===== src/rtl/reaction_ctrl.sv =====
// Reaction-timer sequencer: trigger -> random hold-off -> LED/timing -> result.
// Tracks its own ms count to flag early presses (cheat) and timeouts.
module reaction_ctrl #(
    parameter int unsigned MIN_DELAY = 500,
    parameter int unsigned RAND_BITS = 11,
    parameter int unsigned TIMEOUT   = 9999,
    parameter logic [15:0] LFSR_SEED = 16'hACE1
) (
    input  logic        clk,
    input  logic        rst_n,
    input  logic        tick_ms,
    input  logic        trigger,
    input  logic        response,
    output logic        start_counting,
    output logic        end_counting,
    output logic        led_on,
    output logic        busy,
    output logic        result_valid,
    output logic        timeout,
    output logic        cheat,
    output logic [15:0] elapsed_ms
);

    typedef enum logic [2:0] {
        S_IDLE   = 3'd0,
        S_ARM    = 3'd1,
        S_TIMING = 3'd2,
        S_DONE   = 3'd3,
        S_CHEAT  = 3'd4
    } state_t;

    localparam logic [15:0] MIN_DELAY_W = 16'(MIN_DELAY);
    localparam logic [15:0] TIMEOUT_W   = 16'(TIMEOUT);
    localparam logic [15:0] RAND_MASK   = 16'((64'd1 << RAND_BITS) - 64'd1);
    localparam logic [15:0] LFSR_TAPS   = 16'hB400;

    state_t      state;
    state_t      state_nxt;
    logic [15:0] lfsr;
    logic [15:0] lfsr_nxt;
    logic [15:0] delay_cnt;
    logic [15:0] delay_nxt;
    logic [15:0] elapsed_nxt;
    logic        trig_prev;
    logic        resp_prev;
    logic        trig_edge;
    logic        resp_edge;
    logic        start_nxt;
    logic        end_nxt;
    logic        led_nxt;
    logic        busy_nxt;
    logic        valid_nxt;
    logic        timeout_nxt;
    logic        cheat_nxt;

    assign trig_edge = trigger & ~trig_prev;
    assign resp_edge = response & ~resp_prev;

    // Right-shifting Galois LFSR; a nonzero seed keeps it out of the all-zero lock-up.
    assign lfsr_nxt = (lfsr >> 1) ^ (lfsr[0] ? LFSR_TAPS : 16'h0000);

    always_comb begin
        state_nxt   = state;
        delay_nxt   = delay_cnt;
        elapsed_nxt = elapsed_ms;
        start_nxt   = 1'b0;
        end_nxt     = 1'b0;
        valid_nxt   = result_valid;
        timeout_nxt = timeout;
        cheat_nxt   = cheat;

        case (state)
            S_IDLE, S_DONE, S_CHEAT: begin
                // A response edge coinciding with the trigger is simply ignored here.
                if (trig_edge) begin
                    state_nxt   = S_ARM;
                    delay_nxt   = MIN_DELAY_W + (lfsr & RAND_MASK);
                    valid_nxt   = 1'b0;
                    timeout_nxt = 1'b0;
                    cheat_nxt   = 1'b0;
                end
            end

            S_ARM: begin
                if (resp_edge) begin
                    state_nxt = S_CHEAT;
                    cheat_nxt = 1'b1;
                end else if (tick_ms) begin
                    delay_nxt = delay_cnt - 16'd1;
                    if (delay_cnt <= 16'd1) begin
                        state_nxt   = S_TIMING;
                        delay_nxt   = 16'd0;
                        elapsed_nxt = 16'd0;
                        start_nxt   = 1'b1;
                    end
                end
            end

            S_TIMING: begin
                if (resp_edge) begin
                    state_nxt   = S_DONE;
                    end_nxt     = 1'b1;
                    valid_nxt   = 1'b1;
                    timeout_nxt = 1'b0;
                end else if (tick_ms) begin
                    elapsed_nxt = elapsed_ms + 16'd1;
                    if (elapsed_ms >= TIMEOUT_W - 16'd1) begin
                        elapsed_nxt = TIMEOUT_W;
                        state_nxt   = S_DONE;
                        end_nxt     = 1'b1;
                        valid_nxt   = 1'b1;
                        timeout_nxt = 1'b1;
                    end
                end
            end

            default: begin
                state_nxt = S_IDLE;
            end
        endcase

        led_nxt  = (state_nxt == S_TIMING);
        busy_nxt = (state_nxt == S_ARM) || (state_nxt == S_TIMING);
    end

    // Every output is a flop so the LED and strobes are glitch-free and aligned.
    always_ff @(posedge clk or negedge rst_n) begin
        if (!rst_n) begin
            state          <= S_IDLE;
            lfsr           <= LFSR_SEED;
            delay_cnt      <= 16'd0;
            elapsed_ms     <= 16'd0;
            trig_prev      <= 1'b0;
            resp_prev      <= 1'b0;
            start_counting <= 1'b0;
            end_counting   <= 1'b0;
            led_on         <= 1'b0;
            busy           <= 1'b0;
            result_valid   <= 1'b0;
            timeout        <= 1'b0;
            cheat          <= 1'b0;
        end else begin
            state          <= state_nxt;
            lfsr           <= lfsr_nxt;
            delay_cnt      <= delay_nxt;
            elapsed_ms     <= elapsed_nxt;
            trig_prev      <= trigger;
            resp_prev      <= response;
            start_counting <= start_nxt;
            end_counting   <= end_nxt;
            led_on         <= led_nxt;
            busy           <= busy_nxt;
            result_valid   <= valid_nxt;
            timeout        <= timeout_nxt;
            cheat          <= cheat_nxt;
        end
    end

endmodule

===== config.mk =====
export PLATFORM = sky130hd
export DESIGN_NAME = reaction_ctrl
export DESIGN_NICKNAME = d
export VERILOG_FILES = /design/src/rtl/reaction_ctrl.sv
export SDC_FILE = /design/constraint.sdc
export NUM_CORES = 1
export LEC_CHECK = 0
export BUFFER_PORTS_ARGS = -buffer_cell sky130_fd_sc_hd__buf_2
export CAP_MARGIN = 20
export CORE_MARGIN = 2
export CORE_UTILIZATION = 24
export CTS_BUF_LIST = sky130_fd_sc_hd__clkbuf_2
export DETAILED_ROUTE_END_ITERATION = 10
export GPL_ROUTABILITY_DRIVEN = 0
export MAX_ROUTING_LAYER = met4
export PLACE_DENSITY_LB_ADDON = 0.25
export SYNTH_ARGS = -nofsm -noshare
export SYNTH_HDL_FRONTEND = slang
export SYNTH_SLANG_ARGS = --single-unit

===== constraint.sdc =====
create_clock -name clk -period 2.2 [get_ports clk]
set_input_delay 0.33 -clock clk [delete_from_list [all_inputs] [get_ports clk]]
set_output_delay 0.33 -clock clk [all_outputs]
set_load 0.05 [all_outputs]

# After elaboration in Yosys (flattened, before gate mapping)
# Index checks and enable logic that the tools add are counted.
[word_totals]
input_bits = 5
register_bits = 60
wordCells = 86
[classes]
add_sub_neg = 3
mux = 38
bitwise = 5
reduce_logical = 10
order_cmp = 2
eq_ne = 15
[op_table]
columns = ["cell", "count"]
rows = [
  ["2-to-1 mux 16 bit", 11],
  ["one-hot mux 16 bit (2 select lines)", 2],
  ["2-to-1 mux 3 bit", 7],
  ["adder 16 x 1 -> 16 bit, second input constant", 1],
  ["greater-or-equal comparator 16 x 14 -> 1 bit, second input constant", 1],
  ["less-or-equal comparator 16 x 1 -> 1 bit, second input constant", 1],
  ["subtractor 16 x 1 -> 16 bit, second input constant", 1],
  ["bitwise XOR 15 x 16 -> 16 bit", 1],
  ["2-to-1 mux 1 bit", 14],
  ["!= test 2 bit, second input constant", 7],
  ["adder 9 x 11 -> 12 bit, first input constant", 1],
  ["equality test 3 x 2 -> 1 bit, second input constant", 3],
  ["one-hot mux 3 bit (3 select lines)", 1],
  ["AND reduction 4 bit", 2],
  ["equality test 3 x 1 -> 1 bit, second input constant", 2],
  ["!= test 3 bit, second input constant", 2],
  ["one-hot mux 1 bit (2 select lines)", 3],
  ["AND reduction 6 bit", 1],
  ["nonzero test 2 bit", 3],
  ["equality test 3 bit, second input constant", 1],
  ["zero test 3 bit", 1],
  ["AND reduction 3 bit", 1],
  ["OR reduction 3 bit", 1],
  ["bitwise AND 1 bit", 2],
  ["2 further kinds", 3],
]

# Logic depth before layout (Yosys ltp)
# Gate-level depths: netlist of the first run.
[logic_depth]
word_depth = 7
ltp_mapped = 8

# Worst setup path after synthesis of the first run
# OpenSTA, ideal clock, no wires.
[synth_timing]
path_kind = "reg-to-reg"
start = "register elapsed_ms[0]"
end = "register busy"
arrival_ns = 2.113
setup_time_ns = 0.125
stages_incl_launch_ff = 8
t_required_ns = 2.075
path_slack_ns = -0.038
n_path_buf = 0
cell_sequence = "dfrtp_1 inv_1 ha_1 and4_1 a31oi_1 a31oi_1 a2111o_1 mux2_4"
[synth_via]
elab_chain_cells = 7
word_cells_on_any_way = 8
classes_between = "order compare (1); eq/ne (2); mux (4); reduce/logical (1)"
[synth_lines]
columns = ["item", "line", "source"]
rows = [
  ["start, declared", "21", "output logic [15:0] elapsed_ms"],
  ["start signal, assigned", "146", "elapsed_ms <= elapsed_nxt;"],
  ["greater-or-equal comparator 16 x 14 -> 1 bit *", "107", "if (elapsed_ms >= TIMEOUT_W - 16'd1) begin"],
  ["2-to-1 mux 3 bit *", "107", ""],
  ["2-to-1 mux 3 bit *", "105", "end else if (tick_ms) begin"],
  ["2-to-1 mux 3 bit *", "100", "if (resp_edge) begin"],
  ["one-hot mux 3 bit (3 select lines) *", "72", "case (state)"],
  ["named net state_nxt[0]", "38", "state_t state_nxt;"],
  ["equality test 3 x 1 -> 1 bit or equality test 3 x 2 -> 1 bit (tied branches)", "123", "busy_nxt = (state_nxt == S_ARM) || (state_nxt == S_TIMING);"],
  ["logical OR 1 bit *", "123", ""],
  ["named net busy_nxt", "51", "logic busy_nxt;"],
  ["end signal, assigned", "152", "busy <= busy_nxt;"],
  ["end, declared", "17", "output logic busy,"],
]
# Mark *: on every way through the listed nets, which the timed path passes. The rest lies on a longest branch.
# A chain may end at the register's enable or synchronous reset.

# Final worst setup path of the first run
# Ends and elaborated chain as after synthesis.

==> impl_metrics.py, run 1 <==
metrics = {
    "floorplan": {
        "die_h_um": 118,
        "die_w_um": 118,
        "start_util_pct": 24.7,
        "ios": 28,
        "die-area_um2": 14000,
        "core_area_um2": 12700,
        "rows": 41,
    },
    "job": {
        "max_cap_violations": 0,
    },
    "detailed_routing": {
        "routed_wl_mm": 8.16,
        "drcViolationCount": 0,
        "routed-via-count": 2696,
        "via_per_inst": 4.82,
        "drtAntennaViolNets": 0,
        "wl_per_cell_um": 14.6,
        "drt_iter0_drc": 97,
        "firstDrtPassIters": 4,
    },
    "synth": {
        "synth-edff-count": 0,
        "synthFlopType": "dfrtp_1",
        "synth_warnings": 0,
        "synth.avg_cell_area_um2": 9.93,
        "synth_area_um2": 3130,
        "yosysMostFrequentCell": "dfrtp_1",
        "async_flop_share_pct": 100,
        "yosys-top-cells-area": "dfrtp_1 42%, dfstp_2 6.7%, o21ai_0 3.8%",
        "syn-num-nets": 325,
        "ys_seq_area_share_pct": 48.3,
        "yosys.cell_types.count": 57,
        "synth_area_leader_cell": "dfrtp_1",
        "yosys-top-cells-count": "52 x dfrtp_1, 24 x o21ai_0, 21 x nand2_1, 19 x nor2_1, 15 x inv_1",
        "syn_inst": 315,
        "synth_top_cell_area_share_pct": 41.6,
        "synth_seq_cells": 60,
    },
    "sta": {
        "skew_ns": 0.0342,
        "tightest_slew_ns": 0.653,
        "fin_crit_sh_pct": 95.6,
        "fmax_mhz": 475,
        "hold_ws_ns": 0.198,
        "slew_headroom_pct": 56.5,
        "finalWorstSetupSlack_ns": 0.0959,
        "rsz0062_at_grt": "false",
        "min_period_ns": 2.10,
        "setup_viol": 0,
        "tns_ns": 0,
        "finalHoldViolations": 0,
        "slew_viol_final": 0,
    },
    "worst_setup_path": {
        "critPathLaunchType": "register",
        "rr_startpoint": "elapsed_ms[0]",
        "worst_setup_path_end_kind": "register",
        "cp.required_ns": 2.59,
        "cp_max_fo": 5,
        "path_class": "register to register",
        "crit_start": "elapsed_ms[0]",
        "critPathArrivalTime_ns": 2.50,
    },
    "clocking": {
        "cts.sinks": 60,
        "cts-root-buf": "clkbuf_2",
        "clk_latency_ns": 0.49,
        "cts_tree": "built",
        "ctsLongestPathBuffers": 2,
        "cts_max_level": 3,
        "cts_buffers": 9,
        "clk_pin_slew_worst_paths_ns": 0.17,
    },
    "power_and_ir_drop": {
        "ir_worst_vdd_mv": 0.487,
        "leakage_nw": 1.80,
        "pwr_density_cell_nw_per_um2": 1070,
    },
    "global_routing": {
        "grt_max_degree": 27,
        "grt_pass1_vias": 2712,
        "grt_overflow": 0,
        "grt_usage_pct": 12.6,
        "grt_pass1_wl_mm": 13.7,
        "antenna_found_initial": 1,
    },
    "layout": {
        "nFillCells": 1361,
        "areaGrowthSynthToFinish_pct": 24.7,
        "post_route_cells_drive_above_1_share_pct": 25.9,
        "finalNetCount": 391,
        "post-route-util_pct": 30.8,
    },
    "outcome": {
        "outcome": "finished, final reports clean",
    },
    "placement": {
        "dp_slack_ns": 0.148,
        "io_buffers": 27,
        "dp_hpwl_mm": 5.82,
    },
    "hold_path": {
        "hp-start": "tick_ms",
        "hold_path.class": "primary input to register",
    },
}
## power by group
group	switching (mW)	internal [mW]
registers	0.271	1.31
logic	1.14	0.681
clock network	0.411	0.362
## through the flow
step / area, um2 / power, mW / cells
finish: 3900 / 4.17 / 559
CTS: 3880 / 4.17 / 558
floorplan: 3130 / 2.75 / 315
global route: 3900 / 4.46 / 559
global placement: 3720 / 3.36 / 539
detailed placement: 3720 / 3.36 / 539
## cell families after synthesis
group	synth area share, %
xor+xnor	2.80
fa+ha+maj	2.00
flops	48.3
simple gates	19.7
buf+inv	3.32
compound gates	22.8
mux	1.12
## state kept, by name (all words and copies together) (netlist names)
| signal | flops |
|---|---|
| busy | 1 |
| cheat | 1 |
| delay_cnt | 16 |
| elapsed_ms | 16 |
| end_counting | 1 |
| led_on | 1 |
| lfsr | 16 |
| resp_prev | 1 |
| result_valid | 1 |
| start_counting | 1 |
| state | 3 |
| timeout | 1 |
| trig_prev | 1 |
## cell type report
type / instances / area, um2 / area share [%]
clock buffers: 9 / 45.0 / 1.15
clock inverters: 7 / 81.3 / 2.08
repair buffers: 65 / 453 / 11.6
well taps: 172 / 215 / 5.52
diodes: 1 / 2.50 / 0.0641
inverters: 15 / 56.3 / 1.44
multi-input cells: 230 / 1540 / 39.4
flip-flops and latches: 60 / 1510 / 38.8
## worst max-delay path, stage by stage, from the launching register on
cell      delay, ns
dfrtp_2        0.43
inv_1          0.07
ha_1           0.20
and4_1         0.15
a31oi_1        0.28
a31oi_1        0.21
a2111o_1       0.38
mux2_4         0.31
## final timing paths
check | end | slack (ns) | depth (start not counted)
worst max-delay path | busy | 0.1 | 7
worst min-delay path | timeout | 0.20 | 3
worst max register to register | busy | 0.1 | 7
worst min register to register | lfsr[11] | 0.35 | 0
max in group asynchronous | delay_cnt[9] | 1.18 | 3
min in group asynchronous | lfsr[4] | 0.38 | 2
## timing repair
action,4_1_cts,5_1_grt
buffers inserted,0,0
endpoints found under the setup margin,0,11
endpoints found under the hold margin,22,0
gates resized for setup,0,4
hold buffers,3,0
## cell usage in the layout (no fill, tap or decap), types with 3 or more instances in the layout
cell type	count
buf_4	33
inv_1	15
dfstp_2	8
buf_2	27
nor2_1	19
a22o_1	10
clkbuf_2	9
a21oi_1	14
and3_1	7
xnor2_1	3
nand4_1	3
o22ai_1	12
a31oi_1	9
nor3b_2	3
a22oi_1	7
nand2b_1	5
xor2_1	7
nand2_1	21
nand3_1	9
dfrtp_1	51
o21a_1	3
o21ai_0	24
clkinv_1	3
dlygate4sd3_1	3
and2_1	4
nor2b_1	9
nor3_1	11
o32ai_1	4
ha_1	4
## routing by layer
metal / track usage [%] / vias up / wire, um
met2: 19.1 / 34 / 3740
met4: 4.29 / 0 / 122
li1: - / 1324 / -
met5: - / - / 0
met1: 16.2 / 1328 / 4070
met3: 3.33 / 10 / 224
No activity file was read; power rests on OpenSTA's default activity.
==> run 2: changes to the inputs <==
CORE_ASPECT_RATIO = 0.9   (was unset)
==> impl_metrics.py, run 2 (synthesized netlist as in run 1, its figures left out) <==
metrics = {
    "outcome": {
        "outcome": "finished, final reports clean",
    },
    "clocking": {
        "cts_max_level": 3,
        "cts.sinks": 60,
        "clk_latency_ns": 0.53,
        "cts-root-buf": "clkbuf_2",
        "clk_pin_slew_worst_paths_ns": 0.17,
        "post_cts_buffers": 0,
        "ctsLongestPathBuffers": 2,
        "cts_tree": "built",
        "cts_buffers": 9,
    },
    "sta": {
        "fin_crit_sh_pct": 95.6,
        "min_period_ns": 2.10,
        "fmax_mhz": 476,
        "slew_headroom_pct": 62.3,
        "finalHoldViolations": 0,
        "finalWorstSetupSlack_ns": 0.0975,
        "rsz0062_at_grt": "true",
        "slew_viol_final": 0,
        "skew_ns": 0.0131,
        "hold_ws_ns": 0.127,
        "tns_ns": 0,
        "setup_viol": 0,
        "tightest_slew_ns": 0.565,
    },
    "detailed_routing": {
        "drt_iter0_drc": 225,
        "routed-via-count": 2716,
        "drtAntennaViolNets": 0,
        "routed_wl_mm": 8.31,
        "wl_per_cell_um": 15.1,
        "drcViolationCount": 0,
        "firstDrtPassIters": 4,
        "via_per_inst": 4.94,
    },
    "layout": {
        "nFillCells": 1357,
        "ff_latch_area_um2": 1520,
        "design_area_um2": 3910,
        "post_route_cells_drive_above_1_share_pct": 27.2,
        "n_antenna_cell": 0,
        "multi_input_area_um2": 1550,
        "final_cell_mix": "49 x dfrtp_1, 33 x buf_4, 27 x buf_2, 24 x o21ai_0, 21 x nand2_1",
        "areaGrowthSynthToFinish_pct": 24.9,
        "top_regs": "delay_cnt x16, elapsed_ms x16, lfsr x16",
        "final_common_cell": "dfrtp_1",
        "layout.cells.non_filler": 550,
        "post-route-util_pct": 30.8,
        "finalNetCount": 391,
    },
    "power_and_ir_drop": {
        "finalPower_mw": 4.25,
        "ir_worst_vdd_mv": 0.698,
        "pwr_density_cell_nw_per_um2": 1090,
        "leakage_nw": 1.80,
    },
    "global_routing": {
        "grt_pass1_wl_mm": 14.1,
        "grt_pass1_vias": 2708,
        "grt_max_degree": 26,
        "grt_usage_pct": 13.0,
        "antenna_found_initial": 0,
        "grt_overflow": 0,
    },
    "worst_setup_path": {
        "rr_endpoint": "busy",
        "r2r_setup_slack_ns": 0.1,
        "critPathArrivalTime_ns": 2.54,
        "worst_setup_path_end_kind": "register",
        "cp_max_fo": 6,
        "cp.required_ns": 2.64,
        "rr_startpoint": "delay_cnt[4]",
        "r2r_cells": 5,
        "critPathLaunchType": "register",
        "path_class": "register to register",
    },
    "placement": {
        "io_buffers": 27,
        "dp_hpwl_mm": 6.00,
        "dp.cells": 531,
        "dp_slack_ns": 0.0771,
        "placed_cell_area_um2": 3710,
    },
    "floorplan": {
        "core_area_um2": 12700,
        "die_w_um": 124,
        "die-area_um2": 14000,
        "die_h_um": 112,
        "start_util_pct": 24.7,
        "rows": 39,
        "ios": 28,
    },
    "hold_path": {
        "whs_path_depth": 3,
        "hp-start": "tick_ms",
        "whs_endpoint": "timeout",
        "hold_path.class": "primary input to register",
    },
    "job": {
        "max_cap_violations": 0,
    },
}
## run 2: critical path, stage by stage, from the launching register on
cell,delay (ns)
dfrtp_2,0.48
or4_4,0.57
nor2_4,0.16
a31oi_1,0.11
a2111o_1,0.40
mux2_4,0.31
## run 2: repair_timing
action,in CTS,in global routing
gates resized for setup,0,8
setup endpoints to repair,0,15
hold endpoints to repair,20,0
hold buffers,3,0
## run 2: per-layer routing
| metal | global-route usage [%] | share of wire, % | routed length (um) | vias up |
|---|---|---|---|---|
| li1 | - | - | - | 1315 |
| met3 | 3.24 | 4.6 | 379 | 12 |
| met1 | 17.8 | 50 | 4170 | 1325 |
| met4 | 5.17 | 1.4 | 118 | 0 |
| met5 | - | 0 | 0 | - |
| met2 | 18.4 | 44 | 3640 | 64 |
## run 2: worst max-delay path by stage
stage	slack (ns)	start	cells past startpoint	to
4_1_cts	0.04	delay_cnt[13]	5	busy
2_1_floorplan	0.02	elapsed_ms[1]	6	elapsed_ms[12]
5_1_grt	-0.01	delay_cnt[4]	5	busy
3_5_place_dp	0.08	delay_cnt[13]	5	busy
3_3_place_gp	0.10	delay_cnt[13]	5	busy
6_report	0.1	delay_cnt[4]	5	busy
## run 2: power breakdown
| part | leakage [nW] | switching (mW) | internal, mW |
|---|---|---|---|
| registers | 0.756 | 0.228 | 1.31 |
| clock network | 0.0831 | 0.425 | 0.372 |
| logic | 0.965 | 1.20 | 0.715 |
## run 2: final cells by class
| type | instances | area share, % |
|---|---|---|
| Multi-Input combinational cell | 230 | 39.6 |
| Sequential cell | 60 | 38.8 |
| Timing Repair Buffer | 65 | 11.6 |
| Tap cell | 164 | 5.25 |
| Clock inverter | 6 | 2.02 |
| Inverter | 15 | 1.44 |
| Clock buffer | 10 | 1.28 |
==> run 3: changes to the inputs <==
CORE_MARGIN = 3   (was 2)
CORE_UTILIZATION = 56   (was 24)
==> impl_metrics.py, run 3 (synthesized netlist as in run 1, its figures left out) <==
metrics = {
    "outcome": {
        "outcome": "finished, final reports clean",
    },
    "detailed_routing": {
        "wl_per_cell_um": 16.4,
        "routed-via-count": 2759,
        "drtAntennaViolNets": 0,
        "firstDrtPassIters": 5,
        "drcViolationCount": 0,
        "routed_wl_mm": 7.28,
        "via_per_inst": 6.23,
        "drt_iter0_drc": 219,
    },
    "sta": {
        "fmax_mhz": 479,
        "skew_ns": 0.0190,
        "finalHoldViolations": 0,
        "slew_viol_final": 0,
        "tightest_slew_ns": 0.473,
        "slew_headroom_pct": 67.7,
        "tns_ns": 0,
        "min_period_ns": 2.09,
        "fin_crit_sh_pct": 95.0,
        "rsz0062_at_grt": "false",
        "setup_viol": 0,
    },
    "clocking": {
        "clk_pin_slew_worst_paths_ns": 0.17,
        "cts_tree": "built",
        "clk_latency_ns": 0.47,
        "cts.sinks": 60,
        "cts_buffers": 9,
        "cts_max_level": 3,
        "ctsLongestPathBuffers": 2,
        "cts-root-buf": "clkbuf_2",
    },
    "worst_setup_path": {
        "critPathTopFamily": "simple AND/OR/NAND/NOR gates",
        "worst_setup_path_end_kind": "register",
        "cp.required_ns": 2.58,
        "critPathLaunchType": "register",
        "worst-path-buf-inv": 0,
        "critPathArrivalTime_ns": 2.47,
        "critPathSlowestCell": "or4_4",
        "path_class": "register to register",
        "cp_max_fo": 6,
        "slowest_delay_ns": 0.56,
        "path_cells": "or4_4 > nor2_4 > a31oi_1 > a2111o_1 > mux2_4",
    },
    "power_and_ir_drop": {
        "p_switching_mw": 1.77,
        "pwr-share-seq_pct": 38.8,
        "pwr_density_cell_nw_per_um2": 1090,
        "netSwitchingFraction_pct": 44.2,
        "ir_worst_vdd_mv": 0.737,
        "p_clk_share_pct": 16.8,
        "pwr-share-comb_pct": 44.4,
        "leakage_nw": 1.74,
        "internal_power_mw": 2.23,
    },
    "global_routing": {
        "grt_max_degree": 61,
        "antenna_found_initial": 0,
        "grt_usage_pct": 24.7,
        "grt_pass1_vias": 2548,
        "grt_overflow": 0,
        "grt_pass1_wl_mm": 12.5,
    },
    "placement": {
        "io_buffers": 27,
        "dp_hpwl_mm": 5.06,
    },
    "floorplan": {
        "core_area_um2": 5320,
        "rows": 25,
        "die_h_um": 76.9,
        "start_util_pct": 58.8,
        "die-area_um2": 6520,
        "die_w_um": 84.8,
        "ios": 28,
    },
    "layout": {
        "n_antenna_cell": 0,
        "final_cell_mix": "50 x dfrtp_1, 27 x buf_2, 24 x o21ai_0, 24 x buf_4, 21 x nand2_1",
        "areaGrowthSynthToFinish_pct": 17.2,
        "final_common_cell": "dfrtp_1",
        "post-route-util_pct": 69.0,
        "top_regs": "delay_cnt x16, elapsed_ms x16, lfsr x16",
        "post_route_cells_drive_above_1_share_pct": 25.8,
        "finalNetCount": 381,
    },
    "job": {
        "max_cap_violations": 0,
    },
    "hold_path": {
        "hold_path.class": "primary input to register",
    },
}
==> run 3: path summary, 6_finish.rpt <==
| kind | start | to | slack, ns | depth (start not counted) |
|---|---|---|---|---|
| setup / recovery | delay_cnt[4] | busy | 0.11 | 5 |
| hold / removal | tick_ms | timeout | 0.18 | 3 |
| setup reg to reg | delay_cnt[4] | busy | 0.11 | 5 |
| hold reg to reg | lfsr[12] | lfsr[11] | 0.37 | 0 |
| max in group asynchronous | rst_n | lfsr[15] | 1.53 | 3 |
| min in group asynchronous | rst_n | led_on | 0.35 | 3 |
==> run 3: power by group through the flow <==
| stage | logic [mW] | clock network (mW) | registers, mW |
|---|---|---|---|
| global route | 1.95 | 0.741 | 1.59 |
| detailed placement | 1.74 | 0 | 1.57 |
| global placement | 1.72 | 0 | 1.56 |
| finish | 1.78 | 0.671 | 1.55 |
| CTS | 1.76 | 0.695 | 1.55 |
| floorplan | 0.895 | 0 | 1.85 |
==> run 3: routing by layer <==
metal  share of wire (%)  vias to the layer above  GRT usage (%)  wire (um)
li1                    -                     1299              -          -
met1                  49                     1344           35.3       3560
met2                  44                      109           34.7       3180
met3                 6.4                        7           6.23        465
met4                 1.0                        0           7.59         76
met5                   0                        -              -          0
==> run 3: through the flow <==
stage | std cells | power (mW) | hold WS [ns] | cell area (um2) | setup WS, ns
3_5_place_dp | 424 | 3.32 | 0.343 | 3500 | 0.118
4_1_cts | 443 | 4.00 | 0.141 | 3640 | 0.0846
3_3_place_gp | 424 | 3.28 | 0.338 | 3500 | 0.168
2_1_floorplan | 315 | 2.75 | 0.0344 | 3130 | 0.0152
6_report | 443 | 4.01 | 0.180 | 3670 | 0.111
5_1_grt | 443 | 4.29 | 0.164 | 3670 | 0.00584
==> run 3: worst reg2reg max path, delay by kind of cell (launching register included) <==
kind             cells  cell delay, ns
AO/OA/AOI/OAI        2            0.51
AND/OR/NAND/NOR      2            0.71
multiplexers         1            0.31
flip-flops           1            0.47
==> run 3: timing repair <==
action / in CTS / in global routing
hold buffers: 3 / 0
resized for setup: 0 / 7
setup buffers: 0 / 0
endpoints found under the hold margin: 54 / 0
setup endpoints to repair: 0 / 17
==> run 3: layout make-up <==
| type | instances | area (um2) |
|---|---|---|
| clock buffers | 11 | 55.1 |
| clock inverters | 5 | 52.6 |
| inverters | 15 | 56.3 |
| multi-input cells | 230 | 1540 |
| flip-flops and latches | 60 | 1510 |
| well taps | 67 | 83.8 |
| fillers | 448 | 1650 |
| repair buffers | 55 | 365 |
